## src/rtl/bus_request_ctrl_pkg.sv

```systemverilog
// Shared definitions for the bus request controller: channel state encoding and master count.
package bus_request_ctrl_pkg;

  localparam int NUM_MASTERS = 3;

  typedef enum logic [1:0] {
    ST_IDLE = 2'd0,
    ST_REQ  = 2'd1,
    ST_XFER = 2'd2,
    ST_HOLD = 2'd3
  } ch_state_t;

endpackage

```

## src/rtl/bus_req_channel.sv

```systemverilog
// One master's request FSM: holds request until the burst's last granted beat, then a hold-off gap.
// Start->request 1 cycle, last beat->request low 1 cycle; a lost grant re-requests, a grantless wait times out.
module bus_req_channel
  import bus_request_ctrl_pkg::*;
#(
  parameter int LEN_W       = 4,
  parameter int HOLDOFF_CYC = 2,
  parameter int TIMEOUT_CYC = 64,
  parameter int TO_W        = 7
) (
  input  logic             Clock,
  input  logic             Resetn,
  input  logic             start,
  input  logic [LEN_W-1:0] len,
  input  logic             grant,
  input  logic             beat_ack,
  output logic             request,
  output logic             busy,
  output logic             done,
  output logic             timeout
);

  localparam int HOLD_W = (HOLDOFF_CYC > 1) ? $clog2(HOLDOFF_CYC) : 1;

  ch_state_t         state;
  logic [LEN_W-1:0]  rem;
  logic [TO_W-1:0]   wait_cnt;
  logic [HOLD_W-1:0] hold_cnt;

  always_ff @(posedge Clock or negedge Resetn) begin
    if (!Resetn) begin
      state    <= ST_IDLE;
      rem      <= '0;
      wait_cnt <= '0;
      hold_cnt <= '0;
      request  <= 1'b0;
      done     <= 1'b0;
      timeout  <= 1'b0;
    end else begin
      done    <= 1'b0;
      timeout <= 1'b0;
      case (state)
        ST_IDLE: begin
          if (start) begin
            if (len == '0) begin
              done <= 1'b1;
            end else begin
              rem      <= len;
              wait_cnt <= '0;
              request  <= 1'b1;
              state    <= ST_REQ;
            end
          end
        end
        ST_REQ: begin
          if (grant) begin
            state <= ST_XFER;
          end else if (wait_cnt == TO_W'(TIMEOUT_CYC - 1)) begin
            request <= 1'b0;
            timeout <= 1'b1;
            state   <= ST_IDLE;
          end else begin
            wait_cnt <= wait_cnt + TO_W'(1);
          end
        end
        ST_XFER: begin
          if (grant && beat_ack) begin
            if (rem == LEN_W'(1)) begin
              request  <= 1'b0;
              done     <= 1'b1;
              hold_cnt <= '0;
              state    <= ST_HOLD;
            end else begin
              rem <= rem - LEN_W'(1);
            end
          end else if (!grant) begin
            // Preempted mid-burst: re-request for the remaining beats.
            wait_cnt <= '0;
            state    <= ST_REQ;
          end
        end
        ST_HOLD: begin
          // The arbiter's grant lags our request drop by one cycle; that stray grant lands here and is ignored.
          if (hold_cnt == HOLD_W'(HOLDOFF_CYC - 1)) begin
            state <= ST_IDLE;
          end else begin
            hold_cnt <= hold_cnt + HOLD_W'(1);
          end
        end
        default: state <= ST_IDLE;
      endcase
    end
  end

  assign busy = (state != ST_IDLE);

endmodule

```

## src/rtl/bus_request_ctrl.sv

```systemverilog
// Turns per-master start pulses into the held request vector for the 3-master fixed-priority arbiter.
// Request rises 1 cycle after start and drops 1 cycle after the last acked beat; grant and beat_ack are the only backpressure.
module bus_request_ctrl
  import bus_request_ctrl_pkg::*;
#(
  parameter int LEN_W       = 4,
  parameter int HOLDOFF_CYC = 2,
  parameter int TIMEOUT_CYC = 64,
  parameter int TO_W        = 7
) (
  input  logic                     Clock,
  input  logic                     Resetn,
  input  logic [1:3]               i_start,
  input  logic [3*LEN_W-1:0]       i_len,
  input  logic [1:3]               i_grant,
  input  logic                     i_beat_ack,
  output logic [3:0]               o_request,
  output logic [1:3]               o_busy,
  output logic [1:3]               o_done,
  output logic [1:3]               o_timeout
);

  assign o_request[0] = 1'b0;

  for (genvar k = 1; k <= NUM_MASTERS; k++) begin : g_ch
    bus_req_channel #(
      .LEN_W      (LEN_W),
      .HOLDOFF_CYC(HOLDOFF_CYC),
      .TIMEOUT_CYC(TIMEOUT_CYC),
      .TO_W       (TO_W)
    ) u_ch (
      .Clock   (Clock),
      .Resetn  (Resetn),
      .start   (i_start[k]),
      .len     (i_len[k*LEN_W-1 -: LEN_W]),
      .grant   (i_grant[k]),
      .beat_ack(i_beat_ack),
      .request (o_request[k]),
      .busy    (o_busy[k]),
      .done    (o_done[k]),
      .timeout (o_timeout[k])
    );
  end

endmodule

```

## config.mk

```make
export PLATFORM = sky130hd
export DESIGN_NAME = bus_request_ctrl
export DESIGN_NICKNAME = d
export VERILOG_FILES = /design/src/rtl/bus_request_ctrl_pkg.sv /design/src/rtl/bus_req_channel.sv /design/src/rtl/bus_request_ctrl.sv
export SDC_FILE = /design/constraint.sdc
export NUM_CORES = 1
export LEC_CHECK = 0
export CORE_UTILIZATION = 59
export CTS_BUF_LIST = sky130_fd_sc_hd__clkbuf_8
export DETAILED_ROUTE_END_ITERATION = 8
export GPL_TIMING_DRIVEN = 0
export PLACE_DENSITY = 0.82
export RECOVER_POWER = 100
export SYNTH_ARGS = -nofsm -noshare
export SYNTH_HDL_FRONTEND = slang
export SYNTH_SLANG_ARGS = --single-unit
export TNS_END_PERCENT = 10
```

## constraint.sdc

```tcl
create_clock -name Clock -period 2.1 [get_ports Clock]
set_clock_uncertainty 0.05 [all_clocks]
set_input_delay 0.21 -clock Clock [delete_from_list [all_inputs] [get_ports Clock]]
set_output_delay 0.21 -clock Clock [all_outputs]
set_load 0.05 [all_outputs]
```

Yosys cells after proc, flatten, opt, wreduce, memory -nomap -nowiden
Index checks and enable logic that the tools add are counted.
W data, S select, Z words.

word-level totals
  flip-flop bits (word level) = 51
  input port bits = 21

operators by class
  add/sub/neg operators = 9
  equal/unequal tests = 57
  muxes and demuxes = 114
  reduce and logical (&&, ||, !) cells = 36

operators with widths
  kind                   number
  $mux W7                18
  $pmux W7 S3            3
  $mux W2                24
  $mux W4                12
  $mux W1                42
  $ne A2 B2 Y1 const B   21
  $reduce_and A7 Y1      6
  $ne A2 B1 Y1 const B   12
  $pmux W2 S4            3
  $pmux W4 S2            3
  $add A7 B1 Y7 const B  3
  $eq A7 B6 Y1 const B   3
  $ne A3 B2 Y1 const B   6
  $reduce_and A6 Y1      3
  $reduce_bool A2 Y1     9
  $reduce_and A5 Y1      3
  $eq A2 B2 Y1 const B   6
  $eq A4 B1 Y1 const B   3
  $logic_not A4 Y1       3
  $pmux W1 S2            6
  $sub A4 B1 Y4 const B  3
  $ne A3 B3 Y1 const B   3
  $pmux W1 S3            3
  $reduce_and A3 Y1      3
  other kinds (5)        15

Logic depth before layout (Yosys ltp)
Gate-level depths: netlist of run 1.

  word-level depth = 4
  gate-level depth with buffers = 8

Modules after synthesis
A second synthesis of run 1 with hierarchy kept.

second synthesis, totals
  cell total of the unflattened synthesis = 354
  area, all modules = 3382.0 um2

modules (own cells, without submodules)
  module                          times used  cells an instance  area each (um2)
  bus_req_channel (g_ch[3].u_ch)  1           119                1141.1
  bus_req_channel (g_ch[1].u_ch)  1           118                1121.1
  bus_req_channel (g_ch[2].u_ch)  1           115                1108.6
  bus_request_ctrl                1           2                  11.3

Worst setup path before layout of run 1
No wires, ideal clock.

  path kind = register to register
  from = register g_ch[2].u_ch.state[0]
  to = register g_ch[2].u_ch.rem[3]
  library setup time = 0.123 ns
  arrival = 1.633 ns
  setup slack = 0.294 ns
  stages on the path, launching flop included = 8
  buffers on the path = 1
  cell sequence = dfrtp_1 inv_1 ha_1 clkbuf_1 a221oi_2 o21a_4 nand2_1 o221a_1

on the way
  word-level cells in the longest chain between the ends = 3
  elaborated cells on any way between the ends = 9
  those cells by class = eq/ne: 5; mux: 1; reduce/logical: 3

RTL lines
  item                                                     line                   text
  start: declaration                                       bus_req_channel.sv:25  ch_state_t state;
  start signal: assignment                                 bus_req_channel.sv:32  state <= ST_IDLE;
  start signal: assignment                                 bus_req_channel.sv:51  state <= ST_REQ;
  start signal: assignment                                 bus_req_channel.sv:57  state <= ST_XFER;
  $eq A2 B2 Y1 / $logic_not A2 Y1 (equally long branches)  bus_req_channel.sv:42  case (state)
  $ne A2 B2 Y1 (no line), or another cell as far along     --
  $reduce_and A5 Y1 (no line)                              --
  end signal: assignment                                   bus_req_channel.sv:48  rem <= len;
  end signal: assignment                                   bus_req_channel.sv:74  rem <= rem - LEN_W'(1);
  end: declaration                                         bus_req_channel.sv:26  logic [LEN_W-1:0] rem;

Several ways; a longest one is shown, not always the timed one.
A chain may end at the register's enable or synchronous reset.

Worst setup path in the final report of run 1
Same ends and word-level chain as after synthesis.

==> Flow_metrics.wiki, run 1 <==
{| class="wikitable"
! Metric !! Value
|-
| Netlist Area Pre-Place || ~3400 um^2
|-
| EDFF count, synth || 0
|-
| Total power density per cell area || about 1200 nW/um^2
|-
| Mean routed wirelength per cell || 13.9 um
|-
| Count of standard-cell rows || 27
|-
| Yosys top cell by area || dfrtp_1
|-
| # diodes || 0
|-
| Fraction of synthesized cell area in xor and xnor cells || 0
|-
| Mapped Nets || between 400 and 500
|-
| Switching part of the total power || 0.426
|-
| Largest net degree at the start of global routing || 31
|-
| Clock network latency to the later pin of the worst-skew pair || approximately 310 ps
|-
| Leading cell type by number of instances after synthesis || dfrtp_1
|-
| Peak ir drop on the vdd network || around 0.88 mV
|-
| GRT Resource Usage Total || 0.244
|-
| Remaining antenna violation count || 0
|-
| Fraction of registers with async set/reset || 1.00
|-
| Post-Route WL || around 6.8 mm
|-
| Number of register bits inferred by synthesis || 51
|-
| Port Buffers || 31
|-
| Final critical-path share of the clock period || 0.981
|-
| Length of the first detailed-routing pass in iterations || 4
|-
| Avg Inst Size Synth || between 9 and 10 um^2
|-
| Number of clock sinks || 51
|-
| Internal power contribution || 2.72 mW
|-
| Number of top-level pins || 34
|-
| Final setup violation count || 0
|-
| Mux cell area share after synthesis || 0.0371
|-
| Number of clock buffers inserted by TritonCTS || 5
|-
| Hold crit path type || primary input to flop
|-
| Post-route insts no fill || ~490
|-
| Complex-gate fraction of the synthesized area || 0.212
|-
| Via density || approximately 5.8
|-
| Final Hold Viols || 0
|-
| Number of standard cells after synthesis || around 370
|-
| Final weighted congestion in routability-driven placement || ~0.8
|-
| Clock tree from TritonCTS || built
|-
| Cell Count Post-Placement || approximately 480
|-
| Shortest clock period the worst path allows after layout || 2060 ps
|-
| HPWL reported at the end of detailed placement || 5.06 mm
|-
| Maximum fanout count along the critical path || 9
|-
| Simple logic cell fraction of the synthesized area || 0.199
|-
| Status || finished clean
|-
| Height of the die || about 80 um
|-
| Number of buffers on the longest clock path || 2
|-
| Minimum hold slack || 294 ps
|-
| Final core occ || 0.710
|-
| Starting utilization of the core area || 0.615
|-
| Area overhead of the layout relative to synthesis || 15.6%
|-
| Number of warnings issued by yosys || 0
|-
| DRC errors left || 0
|-
| Worst Tran Pin Value || 1180 ps
|-
| Setup Fix Bufs, Post-CTS || 0
|-
| CP startpoint kind || flop
|-
| Category of the worst setup path capture point || flop
|-
| Combinational power share || 0.503
|-
| Total Power || between 4 and 5 mW
|-
| RSZ-0062 raised after global routing || yes
|-
| Final net count || between 400 and 500
|-
| Clock transition time at the flip-flop clock pins of the worst setup and hold paths || roughly 100 ps
|-
| Critical path class || flop to flop
|-
| Top cells by count, synth || 51 x dfrtp_1, 33 x inv_1, 29 x nand2_1
|-
| Required @ worst endpoint || 2250 ps
|-
| Wire length of the first global-routing pass || about 12 mm
|-
| Share of final-layout standard cells stronger than drive strength 1 || 0.121
|-
| Sequential cell area || roughly 1300 um^2
|-
| Clock network power share || 0.171
|-
| Synth Flop Type || dfrtp_1
|-
| Top cells by area in the synthesized netlist || dfrtp_1 37%, ha_1 9.9%, a21oi_1 4.1%, inv_1 3.6%, nand2_1 3.2%
|-
| Max Clk Rate || ~500 MHz
|-
| Psw || 2.01 mW
|-
| Core ar. || 5540 um^2
|-
| Signal arrival time at the worst endpoint || around 2200 ps
|-
| Footprint of the multi-input gates || between 1500 and 2000 um^2
|-
| Proportion of netlist area held by the largest area contributor || 0.375
|-
| Number of violations reported at the end of detailed-routing iteration 0 || roughly 140
|-
| Part of the Yosys area used for sequential elements || 0.375
|-
| Dominant combinational cell family by area after synthesis || compound AO/OA/AOI/OAI gates
|-
| Initial antenna violation count || 0
|-
| Overflow left after global routing || 0
|-
| Via count of the first global-routing pass || 2753
|-
| Static leakage power || between 1.5 and 2 nW
|-
| Die outline area || ~6100 um^2
|-
| FILL cells || ~430
|-
| Number of violations of the max-capacitance limit || 0
|-
| Adder-cell share of the synthesized area || 0.0992
|-
| Final Max Tran Viols || 0
|-
| Portion of total power attributed to sequential cells || 0.326
|-
| Synth cell types || 66
|-
| Count of H-tree levels built during CTS || 2
|-
| Vias || about 2800
|-
| Die width || ~78 um
|-
| Slew headroom || 0.214
|-
| CTS Root Buffer Type || clkbuf_8
|}
[cells by family (layout without fill, tap and decap cells)]
logic type               count (synthesis)  count (layout)
AND/OR/NAND/NOR                        130             130
AO/OA/AOI/OAI                           97              97
buffers and inverters                   56              96
flip-flops                              51              51
adder cells (fa/ha/maj)                 27              27
multiplexers                            12              12
other                                    1               1
[per-stage QoR]
step	worst slack (ps)	area (um^2)	TNS, ps
floorplan	294	3410	0
global placement	-750	3810	-38190
detailed placement	28.9	3820	0
CTS	41.2	3970	0
global route	-104	3940	-1760
finish	40.7	3940	0
[power groups by stage]
stage	Combinational, mW	Sequential, mW	Clock, mW
after floorplan	1.90	1.49	0
after global placement	2.34	1.53	0
after detailed placement	2.43	1.56	0
after CTS	2.43	1.53	0.834
after global routing	2.68	1.58	0.874
final	2.38	1.54	0.811
[metal layers]
metal  vias to the layer above  wire (um)  global-route usage  share of wire
met5                         -          0                   0              0
met4                         0         76              0.0722          0.011
met3                         8        244              0.0400          0.036
met2                        65       3410               0.434           0.50
met1                      1360       3040               0.305           0.45
li1                       1392          -                   -              -
[worst max-delay path, stage by stage (launching register included)]
cell,delay (ps)
dfrtp_1,390
inv_1,120
ha_1,210
clkbuf_1,220
a221oi_2,450
o21a_4,240
nand2_1,60
o221a_1,220
[worst paths after layout]
| path | startpoint | endpoint | depth (start not counted) | slack, ps |
|---|---|---|---|---|
| worst max register to register | g_ch[2].u_ch.state[0] | g_ch[2].u_ch.rem[3] | 7 | 40 |
| worst min register to register | g_ch[3].u_ch.wait_cnt[6] | g_ch[3].u_ch.wait_cnt[6] | 2 | 440 |
| max in group asynchronous | Resetn | g_ch[3].u_ch.state[0] | 3 | 280 |
| worst max-delay path | g_ch[2].u_ch.state[0] | g_ch[2].u_ch.rem[3] | 7 | 40 |
| min in group asynchronous | Resetn | g_ch[2].u_ch.rem[0] | 2 | 600 |
| worst min-delay path | i_grant[1] | g_ch[1].u_ch.done | 3 | 290 |
[state kept, by name, indices dropped and copies added (netlist names)]
signal              flops
g_ch.u_ch.state         6
g_ch.u_ch.wait_cnt     21
g_ch.u_ch.request       3
g_ch.u_ch.done          3
g_ch.u_ch.rem          12
g_ch.u_ch.timeout       3
g_ch.u_ch.hold_cnt      3
[area by class of cell]
type | count | share of cell area
Timing Repair Buffer | 33 | 0.0785
Tap cell | 72 | 0.0229
Buffer | 22 | 0.0346
Inverter | 33 | 0.0315
Sequential cell | 51 | 0.324
Multi-Input combinational cell | 267 | 0.474
Clock buffer | 5 | 0.0175
Clock inverter | 3 | 0.0172
[cells in the final DEF (no fill, tap or decap), types with 5 or more instances in the layout]
cell	Yosys	routed
dfrtp_1	51	51
inv_1	33	33
nand2_1	29	29
nor2_1	28	28
a21oi_1	28	28
ha_1	27	27
nand3_1	19	19
clkdlybuf4s50_1	0	18
o21ai_0	14	14
buf_4	13	14
mux2i_1	10	10
dlygate4sd3_1	0	10
nor2b_1	8	8
nand2b_1	8	8
and3_1	7	7
a31oi_1	7	7
clkbuf_1	6	6
nand4_1	6	6
o21ai_1	6	6
nor3_1	6	6
clkbuf_8	0	5
[timing repair]
action,4_1_cts,5_1_grt
hold buffers,1,0
endpoints found under the hold margin,21,0
endpoints found under the setup margin,3,17
gates resized for setup,4,3
Power figures use the tool's default switching activity.
==> run 2, diff against run 1 <==
Settings changed: PLACE_DENSITY 0.82 to 0.86.
==> run 2 against run 1 <==
Utilization is 0.43 points lower; sequential power hardly changed; maximum frequency is 2.3% higher; cell count is 0.21% lower; sequential share of layout area is 0.20 points higher; flip-flop and latch count stayed put; via count is 0.18% lower; final area is 0.60% lower; first-iteration DRC count is 24% lower; worst hold slack worse by 11 ps; non-clock buffer count is 1 lower; critical path type unchanged.
==> Flow_metrics.wiki, run 2 (synthesized netlist as in run 1, its figures left out) <==
{| class="wikitable"
! Metric !! Value
|-
| Status || finished clean (unchanged)
|-
| Leading cell type in the layout, fill and taps excluded || dfrtp_1 (unchanged)
|-
| Maximum fanout count along the critical path || 7 (was 9)
|-
| Post-Route WL || 6.95 mm (was 6.77 mm)
|-
| DRC errors left || 0 (unchanged)
|-
| Number of clock buffers inserted by TritonCTS || 5 (unchanged)
|-
| Count of standard-cell rows || 27 (unchanged)
|-
| Wire length of the first global-routing pass || 11.9 mm (about the same)
|-
| Number of top-level pins || 34 (unchanged)
|-
| Worst Tran Pin Value || 1300 ps (was 1180 ps)
|-
| Max Clk Rate || 497 MHz (was 486 MHz)
|-
| Length of the first detailed-routing pass in iterations || 4 (unchanged)
|-
| Chain of cells forming the critical path || inv_1, ha_1, a21o_1, a221oi_4, nand2_1, or3_1, o21ai_1 (was inv_1, ha_1, clkbuf_1, a221oi_2, o21a_4, nand2_1, o221a_1)
|-
| Clock network latency to the later pin of the worst-skew pair || 300 ps (was 310 ps)
|-
| Number of flip-flops in the largest register || 21 (unchanged)
|-
| CTS Root Buffer Type || clkbuf_8 (unchanged)
|-
| Initial antenna violation count || 0 (unchanged)
|-
| Number of violations reported at the end of detailed-routing iteration 0 || 109 (was 144)
|-
| Signal arrival time at the worst endpoint || 2200 ps (was 2210 ps)
|-
| Slew headroom || 0.137 (was 0.214)
|-
| Number of clock sinks || 51 (unchanged)
|-
| Final critical-path share of the clock period || 0.959 (was 0.981)
|-
| Clock tree from TritonCTS || built (unchanged)
|-
| Die width || 78.0 um (unchanged)
|-
| Number of buffers on the longest clock path || 2 (unchanged)
|-
| Master of the slowest instance on the critical path || dfrtp_1 (was a221oi_2)
|-
| Static leakage power || 1.82 nW (was 1.84 nW)
|-
| Register with the highest flop count || g_ch.u_ch.wait_cnt (unchanged)
|-
| Hold crit path type || primary input to flop (unchanged)
|-
| Overflow left after global routing || 0 (unchanged)
|-
| HPWL reported at the end of detailed placement || 5.18 mm (was 5.06 mm)
|-
| Number of violations of the max-capacitance limit || 0 (unchanged)
|-
| CP startpoint kind || flop (unchanged)
|-
| # diodes || 0 (unchanged)
|-
| Starting utilization of the core area || 0.615 (unchanged)
|-
| Count of H-tree levels built during CTS || 2 (unchanged)
|-
| Final Hold Viols || 0 (unchanged)
|-
| Area overhead of the layout relative to synthesis || 14.9% (was 15.6%)
|-
| Final net count || 460 (was 461)
|-
| Final core occ || 0.706 (was 0.710)
|-
| Worst setup timing slack at the placement stage || -26.7 ps (was 28.9 ps)
|-
| Port Buffers || 31 (unchanged)
|-
| Most frequent cells in the layout || 51 x dfrtp_1, 35 x inv_1, 29 x nand2_1 (was 51 x dfrtp_1, 33 x inv_1, 29 x nand2_1)
|-
| Crit path setup slack, layout || 87.1 ps (was 40.7 ps)
|-
| Category of the worst setup path capture point || flop (unchanged)
|-
| Required @ worst endpoint || 2290 ps (was 2250 ps)
|-
| Dominant delay contributor by cell family on the critical path || compound AO/OA/AOI/OAI gates (unchanged)
|-
| Worst stage delay on the critical path || 390 ps (was 450 ps)
|-
| Shortest clock period the worst path allows after layout || 2010 ps (was 2060 ps)
|-
| Share of final-layout standard cells stronger than drive strength 1 || 0.123 (was 0.121)
|-
| Remaining antenna violation count || 0 (unchanged)
|-
| Total power density per cell area || 1150 nW/um^2 (was 1200 nW/um^2)
|-
| Height of the die || 78.0 um (unchanged)
|-
| Peak ir drop on the vdd network || 0.743 mV (was 0.875 mV)
|-
| Vias || 2820 (was 2825)
|-
| Die outline area || 6080 um^2 (unchanged)
|-
| Mean routed wirelength per cell || 14.3 um (was 13.9 um)
|-
| Critical path class || flop to flop (unchanged)
|-
| RSZ-0062 raised after global routing || yes (unchanged)
|-
| Total Power || 4.50 mW (was 4.74 mW)
|-
| Final Max Tran Viols || 0 (unchanged)
|-
| Final weighted congestion in routability-driven placement || 0.819 (was 0.791)
|-
| GRT Resource Usage Total || 0.242 (was 0.244)
|-
| Via density || 5.81 (about the same)
|-
| Largest net degree at the start of global routing || 31 (unchanged)
|-
| Number of buffers and inverters on the critical path || 1 (was 2)
|-
| Final setup violation count || 0 (unchanged)
|-
| Via count of the first global-routing pass || 2671 (was 2753)
|-
| Clock transition time at the flip-flop clock pins of the worst setup and hold paths || 90 ps (was 100 ps)
|-
| Core ar. || 5540 um^2 (unchanged)
|-
| Leading registers by flop count || g_ch.u_ch.wait_cnt x21, g_ch.u_ch.rem x12, g_ch.u_ch.state x6 (unchanged)
|}
==> run 2: cell count changes in the layout (fill, tap and decap cells not counted), moves of 2 or more <==
cell       change
bufinv_16      -2
ha_1           -2
ha_2           +2
inv_1          +2
o21ai_0        +3
o21ai_1        -3
==> run 2: per-stage QoR <==
stage	hold slack, ps	std cells	cell area, um^2	TNS [ps]
floorplan	-136	374	3410	0
global placement	429	477	3810	-39770
detailed placement	168	478	3820	-26.7
CTS	279	487	3910	0
global route	314	485	3910	-21.5
finish	284	485	3910	0
==> run 2: worst paths after layout <==
check	depth (start not counted)	startpoint	slack, ps	endpoint
worst max-delay path	7	g_ch[1].u_ch.state[0]	90	g_ch[1].u_ch.wait_cnt[3]
worst min-delay path	3	i_grant[1]	280	g_ch[1].u_ch.done
worst max register to register	7	g_ch[1].u_ch.state[0]	90	g_ch[1].u_ch.wait_cnt[3]
worst min register to register	2	g_ch[3].u_ch.wait_cnt[6]	450	g_ch[3].u_ch.wait_cnt[6]
max in group asynchronous	3	Resetn	570	g_ch[2].u_ch.state[0]
min in group asynchronous	2	Resetn	660	g_ch[2].u_ch.request
==> run 2: per-layer routing <==
layer | global-route usage | wire length (um) | vias to the layer above
li1 | - | - | 1390
met1 | 0.312 | 3090 | 1363
met2 | 0.429 | 3560 | 61
met3 | 0.0388 | 240 | 6
met4 | 0.0519 | 53 | 0
met5 | 0 | 0 | -
==> run 2: area by class of cell <==
class | instances | area (um^2)
Multi-Input combinational cell | 267 | 1890
Buffer | 21 | 133
Clock inverter | 3 | 12.5
Timing Repair Buffer | 33 | 322
Fill cell | 452 | 1630
Inverter | 33 | 124
Tap cell | 72 | 90.1
Sequential cell | 51 | 1280
Clock buffer | 5 | 68.8
==> run 2: what timing repair did <==
item,4_1_cts,5_1_grt
endpoints found under the hold margin,21,0
endpoints found under the setup margin,3,18
pin swaps,0,0
gates resized for setup,4,7
setup buffers,0,0
hold buffers,1,0
==> run 2: report_power, final <==
group / internal, mW / total [mW] / switching (mW)
clock: 0.225 / 0.541 / 0.316
combinational: 0.990 / 2.42 / 1.43
sequential: 1.27 / 1.54 / 0.269
total: 2.49 / 4.50 / 2.01
==> run 2: worst register-to-register path, stage by stage, from the launching register on <==
cell and delay, ps:
dfrtp_1 390, inv_1 110, ha_1 270, a21o_1 190, a221oi_4 360, nand2_1 180
or3_1 330, o21ai_1 70
==> run 3, diff against run 2 <==
Settings changed: GPL_TIMING_DRIVEN 0 to default, SETUP_SLACK_MARGIN from default to 0.5, SKIP_CTS_REPAIR_TIMING from default to 1.
==> run 3 against run 2 <==
Critical endpoint is now g_ch[1].u_ch.wait_cnt[2]; first-iteration DRC count increased by 57%; register-to-register slack improved by 70 ps; utilization is 2.3 points higher; non-clock buffer count increased by 3.
==> Flow_metrics.wiki, run 3 (synthesized netlist as in run 1, its figures left out) <==
{| class="wikitable"
! Metric !! Value
|-
| Status || finished clean (unchanged)
|-
| Via count of the first global-routing pass || 2665 (was 2671)
|-
| Final critical-path share of the clock period || 0.925 (was 0.959)
|-
| Final setup violation count || 0 (unchanged)
|-
| Count of standard-cell rows || 27 (unchanged)
|-
| Hold crit path type || primary input to asynchronous set/reset pin (was primary input to flop)
|-
| GRT Resource Usage Total || 0.240 (was 0.242)
|-
| CTS Root Buffer Type || clkbuf_8 (unchanged)
|-
| Final net count || 463 (was 460)
|-
| Die outline area || 6080 um^2 (unchanged)
|-
| Number of clock buffers inserted by TritonCTS || 5 (unchanged)
|-
| Critical path class || flop to flop (unchanged)
|-
| Maximum fanout count along the critical path || 5 (was 7)
|-
| Footprint of the multi-input gates || 1980 um^2 (was 1890 um^2)
|-
| Core ar. || 5540 um^2 (unchanged)
|-
| Wire length of the first global-routing pass || 11.6 mm (was 11.9 mm)
|-
| Vias || 2881 (was 2820)
|-
| Number of flip-flops in the largest register || 21 (unchanged)
|-
| Clock transition time at the flip-flop clock pins of the worst setup and hold paths || 100 ps (was 90 ps)
|-
| Final core occ || 0.730 (was 0.706)
|-
| HPWL reported at the end of detailed placement || 4.94 mm (was 5.18 mm)
|-
| Final Max Tran Viols || 0 (unchanged)
|-
| Via density || 5.90 (was 5.81)
|-
| Height of the die || 78.0 um (unchanged)
|-
| Clock tree from TritonCTS || built (unchanged)
|-
| Final weighted congestion in routability-driven placement || 0.896 (was 0.819)
|-
| Register with the highest flop count || g_ch.u_ch.wait_cnt (unchanged)
|-
| Signal arrival time at the worst endpoint || 2110 ps (was 2200 ps)
|-
| Mean routed wirelength per cell || 15.5 um (was 14.3 um)
|-
| Chain of cells forming the critical path || inv_1, ha_1, a221oi_4, buf_4, a21bo_2, a21o_1 (was inv_1, ha_1, a21o_1, a221oi_4, nand2_1, or3_1, o21ai_1)
|-
| Area of placed instances || 3760 um^2 (was 3820 um^2)
|-
| Number of buffers on the longest clock path || 2 (unchanged)
|-
| Overflow left after global routing || 0 (unchanged)
|-
| Starting utilization of the core area || 0.615 (unchanged)
|-
| Share of final-layout standard cells stronger than drive strength 1 || 0.183 (was 0.123)
|-
| Number of top-level pins || 34 (unchanged)
|-
| Number of violations reported at the end of detailed-routing iteration 0 || 171 (was 109)
|-
| Leading registers by flop count || g_ch.u_ch.wait_cnt x21, g_ch.u_ch.rem x12, g_ch.u_ch.state x6 (unchanged)
|-
| Final Hold Viols || 0 (unchanged)
|-
| Cell Count Post-Placement || 465 (was 478)
|-
| Number of violations of the max-capacitance limit || 0 (unchanged)
|-
| Port Buffers || 32 (was 31)
|-
| DRC errors left || 0 (unchanged)
|-
| Static leakage power || 1.83 nW (was 1.82 nW)
|-
| Dominant delay contributor by cell family on the critical path || compound AO/OA/AOI/OAI gates (unchanged)
|-
| Minimum hold slack || 180 ps (was 284 ps)
|-
| Number of clock sinks || 51 (unchanged)
|-
| Required @ worst endpoint || 2270 ps (was 2290 ps)
|-
| Area overhead of the layout relative to synthesis || 18.7% (was 14.9%)
|-
| Largest net degree at the start of global routing || 52 (was 31)
|-
| Sequential cell area || 1280 um^2 (about the same)
|-
| Leading cell type in the layout, fill and taps excluded || dfrtp_1 (unchanged)
|-
| Remaining antenna violation count || 0 (unchanged)
|-
| Post-route insts no fill || 488 (was 485)
|-
| Final std cell area, no fill || 4040 um^2 (was 3910 um^2)
|-
| Worst Tran Pin Value || 1240 ps (was 1300 ps)
|-
| FILL cells || 395 (was 452)
|-
| Count of H-tree levels built during CTS || 2 (unchanged)
|-
| Total power density per cell area || 1190 nW/um^2 (was 1150 nW/um^2)
|-
| Slew headroom || 0.172 (was 0.137)
|-
| Peak ir drop on the vdd network || 0.979 mV (was 0.743 mV)
|-
| Master of the slowest instance on the critical path || dfrtp_2 (was dfrtp_1)
|-
| Max Clk Rate || 515 MHz (was 497 MHz)
|-
| # diodes || 0 (unchanged)
|-
| CP startpoint kind || flop (unchanged)
|-
| RSZ-0062 raised after global routing || yes (unchanged)
|-
| Post-Route WL || 7.55 mm (was 6.95 mm)
|-
| Initial antenna violation count || 0 (unchanged)
|-
| Setup TNS || 0 ps (unchanged)
|-
| Worst stage delay on the critical path || 460 ps (was 390 ps)
|-
| Die width || 78.0 um (unchanged)
|-
| Clock network latency to the later pin of the worst-skew pair || 310 ps (was 300 ps)
|-
| Shortest clock period the worst path allows after layout || 1940 ps (was 2010 ps)
|-
| Length of the first detailed-routing pass in iterations || 5 (was 4)
|-
| Category of the worst setup path capture point || flop (unchanged)
|-
| Number of buffers and inverters on the critical path || 2 (was 1)
|-
| Most frequent cells in the layout || 48 x dfrtp_1, 28 x nor2_1, 28 x nand2_1 (was 51 x dfrtp_1, 35 x inv_1, 29 x nand2_1)
|}
[run 3: through the flow]
step / setup slack, ps / power, mW
after floorplan: 383 / 3.42
after global placement: 131 / 3.83
after detailed placement: 90.3 / 3.92
after CTS: 173 / 4.51
after global routing: 87.5 / 5.15
final: 157 / 4.81
[run 3: worst register-to-register path, cell delays in order, from the launching register on]
cell,delay (ps)
dfrtp_2,460
inv_1,120
ha_1,290
a221oi_4,380
buf_4,180
a21bo_2,210
a21o_1,150
[run 3: routing by layer]
layer,wire length [um],share of wire,track usage
met1,3370,0.45,0.296
met2,3830,0.51,0.423
met3,259,0.034,0.0424
met4,84,0.011,0.0815
met5,0,0,0
[run 3: worst paths after layout]
path                                           from                       end  slack (ps)  cells past startpoint
min in group Clock                       i_start[3]         g_ch[3].u_ch.done         450                      3
setup / recovery              g_ch[1].u_ch.state[1]  g_ch[1].u_ch.wait_cnt[2]         160                      6
hold / removal                               Resetn       g_ch[2].u_ch.rem[3]         180                      2
setup reg to reg              g_ch[1].u_ch.state[1]  g_ch[1].u_ch.wait_cnt[2]         160                      6
hold reg to reg            g_ch[3].u_ch.wait_cnt[6]  g_ch[3].u_ch.wait_cnt[6]         460                      2
max in group asynchronous                    Resetn     g_ch[1].u_ch.state[1]         980                      2
[run 3: layout make-up]
class / instances / area share
clock inverter: 3 / 0.00495
tap: 72 / 0.0223
clock buffer: 5 / 0.0170
timing repair buffer: 57 / 0.118
inverter: 33 / 0.0319
sequential: 51 / 0.317
multi-input combinational: 267 / 0.490
[run 3: where the power goes]
| part | switching, mW | internal (mW) | leakage, nW |
|---|---|---|---|
| combinational | 1.53 | 1.11 | 1.14 |
| sequential | 0.314 | 1.27 | 0.646 |
| clock | 0.351 | 0.235 | 0.0460 |
